[config.mk]
export PLATFORM = sky130hd
export DESIGN_NAME = arrow_note_engine
export DESIGN_NICKNAME = d
export VERILOG_FILES = /design/src/rtl/arrow_note_engine.sv
export SDC_FILE = /design/constraint.sdc
export NUM_CORES = 1
export LEC_CHECK = 0
export ABC_AREA = 1
export BUFFER_PORTS_ARGS = -buffer_cell sky130_fd_sc_hd__buf_2
export CAP_MARGIN = 20
export CORE_MARGIN = 3
export CORE_UTILIZATION = 55
export CTS_BUF_LIST = sky130_fd_sc_hd__clkbuf_16
export DETAILED_ROUTE_END_ITERATION = 16
export GPL_ROUTABILITY_DRIVEN = 0
export PLACE_DENSITY = 0.75
export SYNTH_ARGS = -nofsm -noshare
export SYNTH_HDL_FRONTEND = slang
export SYNTH_SLANG_ARGS = --single-unit
[constraint.sdc]
create_clock -name board_clk -period 14.23 [get_ports board_clk]
set_clock_uncertainty 0.1 [all_clocks]
set_input_delay 2.1345 -clock board_clk [delete_from_list [all_inputs] [get_ports board_clk]]
set_output_delay 2.1345 -clock board_clk [all_outputs]
set_load 0.1 [all_outputs]
[src/rtl/arrow_note_engine.sv]
// rtl/arrow_note_engine.sv - arrow spawn/scroll/judge core for the dance-arrow VGA demo
module arrow_note_engine #(
    parameter int TICK_DIV  = 2_000_000,
    parameter int STEP      = 6,
    parameter int SPAWN_Y   = 470,
    parameter int Y_TARGET  = 40,
    parameter int HIT_WIN   = 10,
    parameter int SPAWN_GAP = 4,
    parameter int WIN_SCORE = 10,
    parameter int MAX_MISS  = 8
) (
    input  logic        board_clk,
    input  logic        reset,
    input  logic        start,
    input  logic        btn_l,
    input  logic        btn_u,
    input  logic        btn_r,
    input  logic        btn_d,
    output logic [7:0]  slot_valid,
    output logic [15:0] slot_lane,
    output logic [79:0] slot_y,
    output logic [3:0]  score,
    output logic [3:0]  misses,
    output logic [1:0]  state,
    output logic        hit_pulse,
    output logic        miss_pulse
);

    localparam int TW = (TICK_DIV > 1) ? $clog2(TICK_DIV) : 1;
    localparam int SW = (SPAWN_GAP > 1) ? $clog2(SPAWN_GAP) : 1;
    localparam logic [TW-1:0] TICK_LAST  = TW'(TICK_DIV - 1);
    localparam logic [SW-1:0] SPAWN_LAST = SW'(SPAWN_GAP - 1);
    localparam logic [10:0]   WIN_LO     = 11'(Y_TARGET - HIT_WIN);
    localparam logic [10:0]   WIN_HI     = 11'(Y_TARGET + HIT_WIN);
    localparam logic [10:0]   RETIRE_Y   = 11'(Y_TARGET - HIT_WIN + STEP);
    localparam logic [9:0]    STEP_V     = 10'(STEP);
    localparam logic [9:0]    SPAWN_V    = 10'(SPAWN_Y);
    localparam logic [15:0]   LFSR_SEED  = 16'hACE1;

    typedef enum logic [1:0] {IDLE = 2'b00, PLAY = 2'b01, DONE = 2'b10} state_t;

    state_t          st;
    logic [7:0]      valid_r;
    logic [1:0]      lane_r [8];
    logic [9:0]      y_r    [8];
    logic [TW-1:0]   tick_cnt;
    logic [SW-1:0]   spawn_cnt;
    logic [15:0]     lfsr;
    logic [3:0]      sync1, sync2, sync3;

    logic [3:0]      btn_raw, press;
    logic            step, spawn_now, clear_all;
    logic [15:0]     lfsr_next;
    logic [7:0]      in_window, retire;
    logic [7:0]      nxt_valid, cleared;
    logic [1:0]      nxt_lane [8];
    logic [9:0]      nxt_y    [8];
    logic [2:0]      hit_cnt;
    logic [3:0]      miss_cnt;
    logic            found;
    logic [4:0]      score_sum, miss_sum;

    assign btn_raw   = {btn_d, btn_r, btn_u, btn_l};
    assign press     = sync2 & ~sync3;
    assign step      = (tick_cnt == TICK_LAST);
    assign spawn_now = step && (spawn_cnt == SPAWN_LAST);
    assign lfsr_next = {1'b0, lfsr[15:1]} ^ (lfsr[0] ? 16'hB400 : 16'h0000);
    assign clear_all = (st == IDLE) || (st == DONE && !start);
    assign score_sum = {1'b0, score} + {2'b00, hit_cnt};
    assign miss_sum  = {1'b0, misses} + {1'b0, miss_cnt};

    assign slot_valid = valid_r;
    assign state      = st;

    always_comb begin
        slot_lane = '0;
        slot_y    = '0;
        in_window = '0;
        retire    = '0;
        for (int i = 0; i < 8; i++) begin
            slot_lane[2*i +: 2] = lane_r[i];
            slot_y[10*i +: 10]  = y_r[i];
            in_window[i] = ({1'b0, y_r[i]} >= WIN_LO) && ({1'b0, y_r[i]} <= WIN_HI);
            retire[i]    = ({1'b0, y_r[i]} < RETIRE_Y);
        end
    end

    // Presses are judged on pre-step positions; a slot hit this cycle skips the step.
    always_comb begin
        nxt_valid = valid_r;
        nxt_lane  = lane_r;
        nxt_y     = y_r;
        cleared   = '0;
        hit_cnt   = '0;
        miss_cnt  = '0;
        found     = 1'b0;
        for (int k = 0; k < 4; k++) begin
            found = 1'b0;
            if (press[k]) begin
                for (int i = 0; i < 8; i++) begin
                    if (!found && valid_r[i] && lane_r[i] == 2'(k) && in_window[i]) begin
                        found        = 1'b1;
                        nxt_valid[i] = 1'b0;
                        cleared[i]   = 1'b1;
                    end
                end
                if (found) hit_cnt  = hit_cnt + 3'd1;
                else       miss_cnt = miss_cnt + 4'd1;
            end
        end
        if (step) begin
            for (int i = 0; i < 8; i++) begin
                if (valid_r[i] && !cleared[i]) begin
                    if (retire[i]) begin
                        nxt_valid[i] = 1'b0;
                        miss_cnt     = miss_cnt + 4'd1;
                    end else begin
                        nxt_y[i] = y_r[i] - STEP_V;
                    end
                end
            end
            // Free slots are taken from the start-of-cycle occupancy.
            if (spawn_now) begin
                found = 1'b0;
                for (int i = 0; i < 8; i++) begin
                    if (!found && !valid_r[i]) begin
                        found        = 1'b1;
                        nxt_valid[i] = 1'b1;
                        nxt_lane[i]  = lfsr[1:0];
                        nxt_y[i]     = SPAWN_V;
                    end
                end
            end
        end
    end

    always_ff @(posedge board_clk or posedge reset) begin
        if (reset) begin
            st         <= IDLE;
            valid_r    <= '0;
            lane_r     <= '{default: 2'b00};
            y_r        <= '{default: 10'd0};
            tick_cnt   <= '0;
            spawn_cnt  <= '0;
            lfsr       <= LFSR_SEED;
            score      <= '0;
            misses     <= '0;
            hit_pulse  <= 1'b0;
            miss_pulse <= 1'b0;
            sync1      <= '0;
            sync2      <= '0;
            sync3      <= '0;
        end else begin
            sync1      <= btn_raw;
            sync2      <= sync1;
            sync3      <= sync2;
            hit_pulse  <= 1'b0;
            miss_pulse <= 1'b0;
            case (st)
                IDLE:    if (start) st <= PLAY;
                PLAY:    if (score >= 4'(WIN_SCORE) || misses >= 4'(MAX_MISS)) st <= DONE;
                DONE:    if (!start) st <= IDLE;
                default: st <= IDLE;
            endcase
            if (clear_all) begin
                valid_r   <= '0;
                lane_r    <= '{default: 2'b00};
                y_r       <= '{default: 10'd0};
                tick_cnt  <= '0;
                spawn_cnt <= '0;
                lfsr      <= LFSR_SEED;
                score     <= '0;
                misses    <= '0;
            end else if (st == PLAY) begin
                valid_r    <= nxt_valid;
                lane_r     <= nxt_lane;
                y_r        <= nxt_y;
                tick_cnt   <= step ? '0 : tick_cnt + 1'b1;
                score      <= (score_sum > 5'd15) ? 4'hF : score_sum[3:0];
                misses     <= (miss_sum > 5'd15) ? 4'hF : miss_sum[3:0];
                hit_pulse  <= (hit_cnt != 3'd0);
                miss_pulse <= (miss_cnt != 4'd0);
                if (step) spawn_cnt <= spawn_now ? '0 : spawn_cnt + 1'b1;
                if (spawn_now) lfsr <= lfsr_next;
            end
        end
    end

endmodule
After elaboration in Yosys (flattened, before gate mapping)
Index checks and enable logic that the tools add are counted.

Flip-flop bits (word level): 167. Latch bits: 0. RAM bits: 0. Bits in read-only memories: 0. Input port bits: 7. Output and inout port bits: 116. Word-level logic and storage cells: 608. Memories: 0.

Add/sub/neg operators: 26. $mul: 0. Divide/modulo/power cells: 0. Order comparisons: 28. Equality and inequality tests: 32. Shifts and indexed selects: 0. Multiplexer cells: 289. Bitwise gates (word level): 3. Reductions and logical operators: 202.

Operators by type and width (number): $mux 80 (4); $mux 10 (24); $mux 1 (180); $mux 4 (36); $mux 16 (8); $logic_and 1x1->1 (117); $mux 8 (12); $ge 10x5->1 const B (8); $le 10x6->1 const B (8); $lt 10x6->1 const B (8); $sub 10x3->10 const B (8); $mux 21 (3); $logic_not 1->1 (51); $add 4x1->4 const B (11); $eq 2x2->1 const B (18); $reduce_and 4->1 (8); $mux 2 (15); $add 21x1->21 const B (1); $eq 21x21->1 const B (1); $reduce_bool 2->1 (10); $eq 2x1->1 const B (9); $logic_not 2->1 (9); $mux 3 (6); $xor 15x16->16 (1); other kinds (16) (24).

Depth between registers and ports, before layout
Gate-level depths: netlist (run 1).

Depth after elaboration: 95. Mapped depth: 60. Depth with buffers taken out: 60.

Worst setup path before layout (run 1)
OpenSTA, ideal clock, no wires.

Path kind: register to register. From: reg y_r, in the netlist slot_y[32]. To: reg misses[2]. Setup time: 129 ps. Arrival time: 8887 ps. Required time: 14001 ps. Setup slack: 5114 ps. Stages on the path, launching flop included: 52. Buffers on the path: 0. Period minus slack after synthesis: 9116 ps. Cells stage by stage: dfrtp_1 > inv_1 > ha_1 > a21oi_2 > nand2_2 > nand2_2 > nor3_1 > nor3_1 > o2111ai_1 > nor3_1 > a21oi_1 > ha_1 > nand2_1 > nand2_2 > ha_1 > nand2_1 > o21ai_0 > ha_1 > [16 not listed] > or2_1 > nand2_1 > inv_2 > ha_1 > nand2_1 > nand2_2 > ha_1 > nand2_1 > nand2_2 > ha_1 > nand2_1 > nand3_1 > o21ai_1 > inv_1 > fa_1 > or2_2 > a21oi_1 > o21ai_0.

Word-level cells in the longest chain between the ends: 77. Elaborated cells between the ends (all ways): 194. Classes of those cells: add/sub: 12; order compare: 4; mux: 99; reduce/logical: 79.

Ends and longest elaborated chain: from (decl) (line 45) `logic [9:0] y_r [8];`; from (signal assigned) (line 177) `y_r <= nxt_y;`; $ge 10x5->1 / $le 10x6->1 (equally long branches) (line 83) `in_window[i] = ({1'b0, y_r[i]} >= WIN_LO) && ({1'b0, y_r[i]} <= WIN_HI);`; $logic_and 1x1->1 (line 83); $logic_and 1x1->1 (line 101) `if (!found && valid_r[i] && lane_r[i] == 2'(k) && in_window[i]) begin`; $mux 1 (line 101); $mux 1 (line 99) `if (press[k]) begin`; $logic_not 1->1 (line 101); $logic_and 1x1->1 (3 in a row) (line 101); $mux 1 (line 101); [59 not listed]; $mux 4 (line 114) `if (retire[i]) begin`; $mux 4 (line 113) `if (valid_r[i] && !cleared[i]) begin`; $mux 4 * (line 111) `if (step) begin`; $add 4x4->5 * (line 70) `assign miss_sum = {1'b0, misses} + {1'b0, miss_cnt};`; $gt 5x4->1 (line 180) `misses <= (miss_sum > 5'd15) ? 4'hF : miss_sum[3:0];`; $mux 4 * (line 180); $mux 4 * (line 174) `end else if (st == PLAY) begin`; $mux 4 * (line 165) `if (clear_all) begin`; to (signal assigned) (line 180); to (decl) (line 23) `output logic [3:0] misses,`.

Every way passes the cells marked *; elsewhere a longest branch is shown, timed or not. The select of a mux whose other input is x is not followed. A chain may end at the register's enable or synchronous reset.

Final worst setup path (run 1)
From: reg y_r, in the netlist slot_y[2]. To: reg misses[2].

Word-level cells in the longest chain between the ends: 95. Elaborated cells between the ends (all ways): 283. Classes of those cells: add/sub: 12; order compare: 4; mux: 134; reduce/logical: 133.

Ends and longest elaborated chain (line): $ge 10x5->1 / $le 10x6->1 (equally long branches) (83); $logic_and 1x1->1 (83); $logic_and 1x1->1 (101); $mux 1 (101); $mux 1 (99); $logic_not 1->1 (101); $logic_and 1x1->1 (3 in a row) (101); $mux 1 (101); [77 not listed]; $mux 4 (114); $mux 4 (113); $mux 4 * (111); $add 4x4->5 * (70); $gt 5x4->1 (180); $mux 4 * (180); $mux 4 * (174); $mux 4 * (165).

Marks and branches as above.

==> metrics, run 1 <==
outcome completed; Wirelength per Cell 17.0 µm; Synth area leader dfrtp_1; Post-synth top cells nand2_1 (287), inv_1 (234), nor2_1 (173), dfrtp_1 (151), o21ai_0 (110); most frequent CP cell nand2_1; max-capacitance violation count 0; hold depth 0; Worst EP arrival 9.57 ns; sequential cell area fraction in the yosys report 34.5%; CTS max path bufs 2; CTS tree done; ranking of synthesized cells by area dfrtp_1 (33%), nand2_1 (9.3%), inv_1 (7.6%); # hold bufs at CTS 0; Crit Path Class reg2reg; first-pass GRT wire length 54400 µm; crit-path max FO 4; cells on worst reg2reg path 51; Finish-stage setup viols 0; cells after synthesis 1606; Buf/Inv on CP 4; Starting Density 56.6%; number of nets in the layout 1774; Hold Crit Start sync1[2]$_DFF_PP0_; DRT Pass-1 Iters 6; reg2reg end misses[2]$_DFFE_PP0P_; ys async rst share 100%; DIE HEIGHT 151 µm; post-route clock period utilization 65.8%; Worst slew margin 40.6%; input/output buffers 114; HP Class reg2reg; Yosys top cell area share 32.7%; count leader, synth nand2_1; clock sink count 159; total number of vias 11800; post-layout min period 9.36 ns; largest net degree at the start of global routing 98; Max Transition Viols Final 0; DRC 0; I/O pins 123; Synth-to-Final Area Change 12.7%; Synth Warn # 0; post-synth cell types 64; post-CTS sizing 0; Worst setup EP type register; CTS buffer count 17; area of the die 22800 µm²; LEAKAGE 6.47 nW; Post-synth EDFFs 0; r2r setup slk 4.87 ns; initial antenna violation count 0; fmax 0.107 GHz; hpwl dp 25100 µm; synthesized cell area 11600 µm²; Max stage delay on crit path 0.43 ns; Hold Crit Endpoint sync2[2]$_DFF_PP0_; worst r2r src slot_y[2]$_DFFE_PP0P_; Site Rows 52; CP required 14.44 ns; Seq cells post-synth 159; final WL 34100 µm; Final Hold Fails 0; die width 151 µm; Clk Latency, worst-skew pair 0.45 ns; CP Launch Type register; n_diodes 0; postcts setup bufs 0; final setup TNS 0 ns; GRT overflow 0; vias in the first global route 10800; H-tree Lvls 4; worst slew pin tran 0.891 ns; Fillers 1823; Synth Flop Type dfrtp_1; Worst-path clk slew 0.07 ns; dpl cells 1977; maximum vdd drop 72.2 µV; Core Region 20400 µm²; Top Family by Delay on Critical Path adder cells; gr usage total 30.1%; Root Buffer clkbuf_16; DR vias/cell 5.86; Final ANT Viol Nets 0; initial drt markers 1006; syn_area_per_cell 7.20 µm²; Slowest cell on crit path fa_1; Finished Layout Cells 2009; Power Density 114 nW/µm²; RSZ-0062 raised after global routing false; share of layout cells above drive strength 1 16.9%
## power breakdown
| group | switching (mW) | total (mW) | leakage, nW | internal (mW) |
|---|---|---|---|---|
| Clock | 0.225 | 0.476 | 0.285 | 0.251 |
| Combinational | 0.412 | 0.491 | 4.05 | 0.0792 |
| Sequential | 0.0411 | 0.523 | 2.14 | 0.482 |
## state kept, by name, indices dropped and copies added, names as in the netlist
| signal | count |
|---|---|
| state | 2 |
| slot_lane | 16 |
| slot_y | 72 |
| score | 4 |
| sync1 | 4 |
| misses | 4 |
| lfsr | 16 |
| hit_pulse | 1 |
| sync3 | 4 |
| slot_valid | 8 |
| sync2 | 4 |
| tick_cnt | 21 |
| spawn_cnt | 2 |
| miss_pulse | 1 |
## kinds of logic after synthesis
| family | after synthesis | share of synthesized area, % |
|---|---|---|
| AOI/OAI and AO/OA | 335 | 17.6 |
| buffers and inverters | 295 | 9.88 |
| adders and majority gates | 41 | 4.57 |
| and+or+nand+nor | 755 | 31.9 |
| DFF | 159 | 34.5 |
| xor gates and xnor gates | 20 | 1.52 |
| other | 1 | 0.0324 |
## placed cells by master (no fill, tap or decap), types with 10 or more instances in the layout
master | netlist | layout
nand2_1 | 287 | 287
inv_1 | 234 | 233
nor2_1 | 173 | 172
dfrtp_1 | 151 | 151
buf_2 | 2 | 114
o21ai_0 | 110 | 110
nand3_1 | 86 | 86
a21oi_1 | 76 | 76
o22ai_1 | 51 | 51
nor3_1 | 45 | 45
nand4_1 | 41 | 41
ha_1 | 39 | 39
nand2_2 | 26 | 26
inv_2 | 21 | 22
a31oi_1 | 20 | 20
nand3_2 | 18 | 18
xor2_1 | 18 | 18
clkbuf_16 | 0 | 17
nor4_1 | 15 | 15
nor2_2 | 13 | 14
nand2_4 | 10 | 10
## per-layer routing
metal / wire length, µm / vias to the layer above / GRT usage, %
met5: 0 / - / 0
met4: 1220 / 0 / 12.1
met3: 2620 / 85 / 5.98
met2: 15700 / 515 / 48.2
met1: 14600 / 5507 / 40.0
li1: - / 5659 / -
## cell type report
| class | instances | area, µm² | share of cell area [%] |
|---|---|---|---|
| Sequential cell | 159 | 3990 | 30.6 |
| Timing Repair Buffer | 123 | 638 | 4.90 |
| Inverter | 266 | 1010 | 7.72 |
| Multi-Input combinational cell | 1159 | 6460 | 49.6 |
| Clock buffer | 17 | 425 | 3.27 |
| Clock inverter | 15 | 171 | 1.32 |
| Tap cell | 270 | 338 | 2.59 |
## how the worst max path moves through the flow
stage,startpoint,endpoint,depth (start not counted)
2_1_floorplan,slot_y[32]$_DFFE_PP0P_,misses[2]$_DFFE_PP0P_,51
3_3_place_gp,slot_y[1]$_DFFE_PP0P_,misses[2]$_DFFE_PP0P_,50
3_5_place_dp,slot_y[2]$_DFFE_PP0P_,misses[2]$_DFFE_PP0P_,51
4_1_cts,slot_y[2]$_DFFE_PP0P_,misses[2]$_DFFE_PP0P_,51
5_1_grt,slot_y[22]$_DFFE_PP0P_,misses[2]$_DFFE_PP0P_,55
6_report,slot_y[2]$_DFFE_PP0P_,misses[2]$_DFFE_PP0P_,51
## stage by stage
| step | hold slack (ns) | setup slack, ns | power (mW) | area, µm² | utilization (%) |
|---|---|---|---|---|---|
| 2_1_floorplan | 0.231 | 5.11 | 0.879 | 11600 | - |
| 3_3_place_gp | 0.232 | 5.34 | 1.01 | 12400 | 60.8 |
| 3_5_place_dp | 0.236 | 5.01 | 1.01 | 12400 | 60.8 |
| 4_1_cts | 0.252 | 4.98 | 1.49 | 13000 | 63.8 |
| 5_1_grt | 0.261 | 4.14 | 1.55 | 13000 | 63.8 |
| 6_report | 0.252 | 4.87 | 1.49 | 13000 | 63.8 |
(Power assumes the default switching activity.)
==> run 2: changes to the inputs <==
Clock period 14.23 ns to 8.95 ns, I/O delays scaled along.
==> run 2 against run 1 <==
- die area did not move
- cell count rose by 1.5%
- sequential share of layout area fell by 0.96 points
- cell area rose by 3.7%
- critical path depth rose by 2
- routed wire length rose by 1.6%
- non-clock buffer count rose by 30
- hold slack got worse by 0.00063 ns
- power rose by 62%
- core utilization rose by 2.3 points
- maximum frequency rose by 8.6%
- largest power group unchanged
==> metrics, run 2 (synthesis results as in run 1) <==
DIE HEIGHT 151 µm (unchanged); worst slew pin tran 0.895 ns (+0.00378 ns); Hold Crit Start sync1[3]$_DFF_PP0_; Top Family by Delay on Critical Path adder cells; max reg flops 72 (unchanged); Crit path depth 53 (+3.9%); initial antenna violation count 0 (unchanged); Fillers 1760 (-3.5%); total number of vias 11900 (+1.2%); CTS tree done; CP Launch Type register; Hold Crit Endpoint sync2[3]$_DFF_PP0_; r2r setup slk 0.32 ns (-4.54 ns); outcome completed; DRC 0 (unchanged); worst r2r src slot_y[2]$_DFFE_PP0P_; Crit Path Class reg2reg; Wirelength per Cell 17.0 µm (+0.15%); share of layout cells above drive strength 1 21.4% (+4.5 points); Final Hold Fails 0 (unchanged); vias in the first global route 11000 (+1.9%); Worst EP arrival 8.84 ns (-0.73 ns); hpwl dp 25000 µm (-0.41%); combinational power share 33.2% (+0.2 points); initial drt markers 923 (-8.3%); maximum vdd drop 128 µV (+77%); max-capacitance violation count 0 (unchanged); Max stage delay on crit path 0.38 ns (-0.05 ns); HP Class reg2reg; commonest non-fill, non-tap cell in the layout nand2_1; Net Switching 1.09 mW (+60%); Worst-path clk slew 0.08 ns (about the same); n_diodes 0 (unchanged); I/O pins 123 (unchanged); CTS buffer count 17 (unchanged); Power Density 179 nW/µm² (+56%); reg2reg end misses[3]$_DFFE_PP0P_; crit-path max FO 4 (unchanged); H-tree Lvls 4 (unchanged); post-layout min period 8.63 ns (-0.738 ns); Worst setup EP type register; cell internal pwr 1.33 mW (+63%); largest net degree at the start of global routing 96 (-2.0%); Reg power frac 34.5% (-0.6 points); DRT Pass-1 Iters 6 (unchanged); clock sink count 159 (unchanged); first-pass GRT wire length 55100 µm (+1.1%); cells on worst reg2reg path 53 (+3.9%); overall power 2.41 mW (+62%); dpl ws -0.159 ns (-5.17 ns); Core Region 20400 µm² (unchanged); Synth-to-Final Area Change 16.8%; Final WS setup 0.325 ns (-4.54 ns); number of nets in the layout 1804 (+1.7%); Max Transition Viols Final 0 (unchanged); Placed Area 12500 µm² (+0.80%); Site Rows 52 (unchanged); Worst slew margin 40.0% (-0.62 points); most frequent cells in the layout nand2_1 (278), inv_1 (228), nor2_1 (168), dfrtp_1 (137), buf_2 (114); Final ANT Viol Nets 0 (unchanged); CTS max path bufs 2 (unchanged); Switching Share 45.0% (-0.48 points); final WL 34700 µm (+1.6%); GRT overflow 0 (unchanged); CP required 9.17 ns (-5.27 ns); LEAKAGE 6.65 nW (+2.7%); post-route clock period utilization 96.4% (+31 points); input/output buffers 114 (unchanged); Buf/Inv on CP 4 (unchanged); Clk Latency, worst-skew pair 0.45 ns (about the same); gr usage total 30.3% (+0.26 points); # hold bufs at CTS 0 (unchanged); hold depth 0 (unchanged); die width 151 µm (unchanged); Starting Density 56.6% (unchanged); area of the die 22800 µm² (unchanged); Final Instance Area 13500 µm² (+3.7%); Slowest cell on crit path dfrtp_2; Finish-stage setup viols 0 (unchanged); Critical path origin slot_y[2]$_DFFE_PP0P_; fmax 0.116 GHz (+8.6%); Root Buffer clkbuf_16; DR vias/cell 5.84 (-0.27%); most frequent CP cell ha_1; power share of the clock group 32.3% (+0.4 points)
## run 2: cell count changes in the layout (fill, tap and decap cells not counted), sizes merged
cell / before / now
clkinvlp: 3 / 1
clkinv: 11 / 12
bufinv: 1 / 2
buf: 123 / 153
## run 2: area by class of cell
class | instances | area, µm² | share of cell area, %
flip-flops and latches | 159 | 4010 | 29.7
well taps | 270 | 338 | 2.50
inverters | 266 | 1010 | 7.47
clock inverters | 15 | 195 | 1.45
clock buffers | 17 | 425 | 3.15
repair buffers | 153 | 863 | 6.39
multi-input cells | 1159 | 6670 | 49.4
## run 2: worst max-delay path by stage
stage	to	slack [ns]
after floorplan	misses[2]$_DFFE_PP0P_	0.03
after global placement	misses[2]$_DFFE_PP0P_	0.15
after detailed placement	misses[2]$_DFFE_PP0P_	-0.16
after CTS	misses[2]$_DFFE_PP0P_	0.007
after global routing	misses[3]$_DFFE_PP0P_	-0.06
final	misses[3]$_DFFE_PP0P_	0.32
## run 2: metrics by stage
step	TNS, ns	utilization [%]	std cells	hold slack [ns]
after floorplan	0	-	1613	0.231
after global placement	0	61.3	1989	0.234
after detailed placement	-0.377	61.3	1989	0.237
after CTS	0	64.5	2023	0.253
after global routing	-0.0723	66.1	2039	0.256
final	0	66.1	2039	0.251
## run 2: routing by layer
metal  share of wire (%)  global-route usage [%]
met3                 7.5                    5.06
met4                 3.8                    11.7
met1                  43                    40.8
met2                  46                    49.0
met5                   0                       0
## run 2: what timing repair did
item / in CTS / in global routing
pin swaps: 3 / 17
endpoints found under the setup margin: 4 / 5
buffers inserted: 2 / 16
gates resized for setup: 5 / 56
## run 2: power groups by stage
stage	combinational (mW)	sequential, mW	clock [mW]
global placement	0.769	0.839	0
floorplan	0.337	1.06	0
global route	0.846	0.837	0.824
CTS	0.783	0.827	0.789
detailed placement	0.779	0.839	0
finish	0.801	0.832	0.781
